## config.mk

```make
export PLATFORM = sky130hd
export DESIGN_NAME = ps2_key_decoder
export DESIGN_NICKNAME = d
export VERILOG_FILES = /design/src/rtl/ps2_key_decoder.sv
export SDC_FILE = /design/constraint.sdc
export NUM_CORES = 1
export LEC_CHECK = 0
export ABC_AREA = 1
export CAP_MARGIN = 30
export CELL_PAD_IN_SITES_DETAIL_PLACEMENT = 1
export CELL_PAD_IN_SITES_GLOBAL_PLACEMENT = 2
export CORE_MARGIN = 2
export CORE_UTILIZATION = 30
export DETAILED_ROUTE_END_ITERATION = 10
export PLACE_DENSITY = 0.84
export SLEW_MARGIN = 20
export SYNTH_ARGS = -nofsm -noshare
export SYNTH_HDL_FRONTEND = slang
export SYNTH_SLANG_ARGS = --single-unit
```

## constraint.sdc

```tcl
create_clock -name clk -period 1.95 [get_ports clk]
set_input_delay 0.39 -clock clk [delete_from_list [all_inputs] [get_ports clk]]
set_output_delay 0.39 -clock clk [all_outputs]
set_load 0.005 [all_outputs]
```

## src/rtl/ps2_key_decoder.sv

```systemverilog
// ps2_key_decoder: pulls PS/2 set-2 scan-code bytes out of the ps2_keyboard
// FIFO, folds E0/F0 prefixes into single key events, tracks the held key,
// counts presses and drives an active-low 7-segment digit bank.
//
// Handshake (ready / nextdata_n): while IDLE, ready=1 means data holds a
// valid byte; that byte is consumed at the clock edge and nextdata_n is
// driven low for exactly the next cycle (POP) to pop the FIFO. ready is
// ignored during POP and next sampled in the following IDLE cycle, so at
// most one byte is taken every two clocks.
module ps2_key_decoder #(
    parameter int CNT_W         = 8,
    parameter int NUM_DIGITS    = 4,
    parameter int FILTER_REPEAT = 1
) (
    input  logic                    clk,
    input  logic                    clrn,
    input  logic                    ready,
    input  logic [7:0]              data,
    input  logic                    overflow,
    output logic                    nextdata_n,
    output logic                    key_valid,
    output logic [7:0]              key_code,
    output logic                    key_ext,
    output logic                    key_make,
    output logic                    key_held,
    output logic [CNT_W-1:0]        press_count,
    output logic                    ovf_sticky,
    output logic [7*NUM_DIGITS-1:0] hex,
    output logic                    dbg_state
);

    typedef enum logic {
        IDLE = 1'b0,
        POP  = 1'b1
    } hs_state_t;

    hs_state_t   state;
    logic        ext_flag;
    logic        brk_flag;
    logic [7:0]  held_code;
    logic        held_ext;

    logic        consume;
    logic        is_e0;
    logic        is_f0;
    logic        ev_make;
    logic        held_match;
    logic        ev_repeat;

    logic [23:0]               cnt_ext;
    logic [31:0]               disp_word;
    logic [7*NUM_DIGITS-1:0]   hex_next;

    assign dbg_state = state;

    // Active-low hex glyph, segment a on bit 0 through g on bit 6.
    function automatic logic [6:0] seg7(input logic [3:0] n);
        logic [6:0] g;
        case (n)
            4'h0: g = 7'b1000000;
            4'h1: g = 7'b1111001;
            4'h2: g = 7'b0100100;
            4'h3: g = 7'b0110000;
            4'h4: g = 7'b0011001;
            4'h5: g = 7'b0010010;
            4'h6: g = 7'b0000010;
            4'h7: g = 7'b1111000;
            4'h8: g = 7'b0000000;
            4'h9: g = 7'b0010000;
            4'hA: g = 7'b0001000;
            4'hB: g = 7'b0000011;
            4'hC: g = 7'b1000110;
            4'hD: g = 7'b0100001;
            4'hE: g = 7'b0000110;
            default: g = 7'b0001110;
        endcase
        return g;
    endfunction

    // Classify the FIFO head byte and compare it against the held key.
    always_comb begin
        consume    = (state == IDLE) && ready;
        is_e0      = (data == 8'hE0);
        is_f0      = (data == 8'hF0);
        ev_make    = ~brk_flag;
        held_match = key_held && (held_code == data) && (held_ext == ext_flag);
        ev_repeat  = (FILTER_REPEAT != 0) && held_match;
    end

    // Handshake FSM: one registered nextdata_n low cycle per consumed byte.
    always_ff @(posedge clk or negedge clrn) begin
        if (!clrn) begin
            state      <= IDLE;
            nextdata_n <= 1'b1;
        end else begin
            case (state)
                IDLE: begin
                    if (ready) begin
                        state      <= POP;
                        nextdata_n <= 1'b0;
                    end
                end
                POP: begin
                    state      <= IDLE;
                    nextdata_n <= 1'b1;
                end
                default: begin
                    state      <= IDLE;
                    nextdata_n <= 1'b1;
                end
            endcase
        end
    end

    // Prefix decode and key-event registers; event outputs land one cycle
    // after consumption, together with the nextdata_n pop strobe.
    always_ff @(posedge clk or negedge clrn) begin
        if (!clrn) begin
            ext_flag    <= 1'b0;
            brk_flag    <= 1'b0;
            held_code   <= 8'h00;
            held_ext    <= 1'b0;
            key_valid   <= 1'b0;
            key_code    <= 8'h00;
            key_ext     <= 1'b0;
            key_make    <= 1'b0;
            key_held    <= 1'b0;
            press_count <= '0;
        end else begin
            key_valid <= 1'b0;
            if (consume) begin
                if (is_e0) begin
                    ext_flag <= 1'b1;
                end else if (is_f0) begin
                    brk_flag <= 1'b1;
                end else begin
                    ext_flag <= 1'b0;
                    brk_flag <= 1'b0;
                    // A typematic repeat of the held key is swallowed whole.
                    if (!(ev_make && ev_repeat)) begin
                        key_valid <= 1'b1;
                        key_code  <= data;
                        key_ext   <= ext_flag;
                        key_make  <= ev_make;
                        if (ev_make) begin
                            held_code   <= data;
                            held_ext    <= ext_flag;
                            key_held    <= 1'b1;
                            press_count <= press_count + CNT_W'(1);
                        end else if (held_match) begin
                            key_held <= 1'b0;
                        end
                    end
                end
            end
        end
    end

    // Overflow is latched until the next reset.
    always_ff @(posedge clk or negedge clrn) begin
        if (!clrn) begin
            ovf_sticky <= 1'b0;
        end else if (overflow) begin
            ovf_sticky <= 1'b1;
        end
    end

    // Display word: two key-code nibbles, then press_count nibbles (zero above CNT_W).
    always_comb begin
        cnt_ext   = {{(24-CNT_W){1'b0}}, press_count};
        disp_word = {cnt_ext, key_code};
        hex_next  = '0;
        for (int i = 0; i < NUM_DIGITS; i++) begin
            hex_next[7*i +: 7] = seg7(4'(disp_word >> (4*i)));
        end
    end

    // Registered digit drive; reset shows "0" on every digit.
    always_ff @(posedge clk or negedge clrn) begin
        if (!clrn) begin
            hex <= {NUM_DIGITS{7'b1000000}};
        end else begin
            hex <= hex_next;
        end
    end

endmodule
```

==> reports/qor.yml <==
status: "finished, final reports clean"
drcViolationCount: 0
dp_cells: 606
path_class: "in2reg"
crit_slowest_cell: "clkdlybuf4s50_1"
syn_nets: 429
rows: 38
holdBufCountCts: 0
rsz0062_at_grt: "yes"
postPlaceCellArea_um2: 4200
wire_per_inst_um: 14.4
port_buffers: 62
clk_pin_slew_worst_paths_ps: 70
final-setup-viol-count: 0
critPathRequiredTime_ps: 2180
drive_above_1_share: 0.147
die_area_um2: 11700
die_x_um: 108
cts_tree: "built"
fmax_mhz: 521
clkPwrFrac: 0.234
place_congestion: 0.837
synth_seq_cells: 62
yosysMostFrequentCell: "nand2_1"
routed_wirelength_um: 9080
final-max-slew-violation-count: 0
maxCapViolations: 0
p_int_w: 0.00281
p_per_area_nw_per_um2: 937
core_area_um2: 10700
cts_buffers: 9
pin_count: 63
slowest_delay_ps: 520
yosys-top-cells-count: "nand2_1 (116), dfrtp_1 (57), inv_1 (38), nor2_1 (33), ha_1 (25)"
root_buffer: "clkbuf_8"
netlist_instances: 392
max-slew-margin-rel: 0.768
worstMarginPinSlew_ps: 348
fin_cells: 629
synth_top_cell_area_share: 0.436
area_growth_pct: 38.7
cts.sinks: 62
max-clock-path-buffers: 2
synth.yosys.seq_area_share: 0.477
ys_async_sr_fraction: 1.00
clk_latency_ps: 350
grt_usage: 0.163
routed-via-count: 2982
hpwl_um: 6220
path_cells: "clkdlybuf4s50_1 > xnor2_1 > nand4_1 > nor2_2 > ha_2 > buf_6 > nor2_4 > buf_12 > buf_12 > nand4_1 > nand2_1"
end_kind: "register"
pwr-share-seq: 0.428
cp-startpoint: "data[7]"
p_leak_nw: 2.22
yosysWarnings: 0
syn_avg_cell_area_um2: 8.34
fin_crit_sh: 0.985
diodes: 0
syn_area_um2: 3270
start_util: 0.304
fin_nets: 521
design_area_um2: 4530
swShare: 0.339
skew_ps: 7.93
switching_power_w: 0.00144
whs_ps: 33.0
synth_edf_count: 0
antenna_found_initial: 0
first_pass_iters: 4
ys_top_cells_by_area: "dfrtp_1 (44%), nand2_1 (13%), ha_1 (9.6%)"
ir_drop_mv: 0.438
overflow: 0
htree_levels: 3
drtIter0Drc: 82
final_util: 0.422
hold_class: "in2async"
synth.largest_area_cell: "dfrtp_1"
via_per_inst: 4.74
ant_nets: 0
grt_pass1_wl_um: 14800
grt_start_max_net_pins: 63
finalHoldViolCount: 0
start_kind: "input pin"
crit_fanout: 8
first_global_vias: 3135
p_comb_frac: 0.338
synth_cell_types: 31
cp_data_arrival_time_ps: 2150
r2r_start: "held_code[1]$_DFFE_PN0P_"
fin_crit_ps: 1920
synth_flop_cell: "dfrtp_1"
fin_setup_tns_ps: 0
die_h_um: 108
## power by group through the flow
stage / combinational (W) / clock (W) / sequential [W]
after floorplan: 0.000707 / 0 / 0.00177
after global routing: 0.00163 / 0.00109 / 0.00186
after global placement: 0.00138 / 0 / 0.00183
final: 0.00144 / 0.000994 / 0.00182
after detailed placement: 0.00141 / 0 / 0.00184
after CTS: 0.00144 / 0.00102 / 0.00182
## per-layer routing
layer  vias to the layer above  global-route usage  routed length (um)
li1                       1445                   -                   -
met1                      1466               0.197                3900
met2                        58               0.283                4740
met3                        13              0.0283                 286
met4                         0              0.0723                 156
met5                         -                   0                   0
## registers in the layout, summed over array words and instances (netlist names)
signal and flops:
dbg_state 1, key_make 1, press_count 8, ovf_sticky 1
key_code 8, held_ext 1, key_ext 1, held_code 8
nextdata_n 1, brk_flag 1, key_held 1, ext_flag 1
hex 28, key_valid 1
## per-stage QoR
step	total power, W	setup slack (ps)
after floorplan	0.00248	351
after global placement	0.00321	-444
after detailed placement	0.00326	-527
after CTS	0.00428	1.89
after global routing	0.00459	-63.2
final	0.00425	30.0
## worst paths after layout
kind / end / slack [ps] / depth (start not counted)
worst max-delay path: held_code[7]$_DFFE_PN0P_ / 30 / 11
worst max register to register: held_code[7]$_DFFE_PN0P_ / 80 / 11
worst min-delay path: hex[0]$_DFF_PN0_ / 30 / 2
worst min register to register: ovf_sticky$_DFFE_PN0P_ / 470 / 1
min in group clk: key_code[6]$_DFFE_PN0P_ / 460 / 4
max in group asynchronous: hex[13]$_DFF_PN1_ / 1570 / 2
## cells in the final DEF (no fill, tap or decap), drive strengths merged
| cell | netlist | final |
|---|---|---|
| nand4 | 15 | 15 |
| buf | 7 | 31 |
| a21oi | 22 | 22 |
| nand3 | 13 | 16 |
| o21ai | 27 | 27 |
| clkbuf | 8 | 13 |
| nand2 | 118 | 118 |
| a32o | 2 | 2 |
| o2111ai | 1 | 1 |
| dfrtp | 57 | 57 |
| dlymetal6s2s | 0 | 3 |
| a31oi | 1 | 1 |
| a22o | 1 | 1 |
| clkinvlp | 0 | 1 |
| inv | 40 | 40 |
| xnor2 | 4 | 4 |
| o22ai | 3 | 3 |
| nor2 | 37 | 37 |
| o211ai | 1 | 1 |
| clkinv | 0 | 3 |
| dfstp | 5 | 5 |
| o31ai | 1 | 1 |
| clkdlybuf4s15 | 0 | 1 |
| clkdlybuf4s50 | 0 | 57 |
| xor2 | 3 | 3 |
| or2 | 1 | 1 |
| ha | 25 | 25 |
## worst max-delay path: cells and delay by family
family | cells | cell delay [ps]
xor+xnor | 1 | 140
buf+inv | 4 | 910
simple gates | 5 | 500
fa+ha+maj | 1 | 210
## cells by family (layout without fill, tap and decap cells)
kind of cell	Yosys count	in the layout	synth area share
adders and majority gates	25	25	0.0957
buffers and inverters	55	149	0.0701
and+or+nand+nor	184	187	0.240
AOI/OAI and AO/OA	59	59	0.0988
DFF	62	62	0.477
xor gates and xnor gates	7	7	0.0188
## area by class of cell
class,count,area [um2]
sequential,62,1560
multi-input combinational,278,1550
inverter,40,150
clock inverter,4,22.5
fill,1312,6210
tap,140,175
timing repair buffer,93,927
clock buffer,12,145
## repair_timing
item | CTS | global route
setup buffers | 1 | 3
pin swaps | 2 | 10
setup endpoints to repair | 25 | 29
gates cloned | 3 | 1
gates resized for setup | 8 | 16
Power figures use the tool's default switching activity.
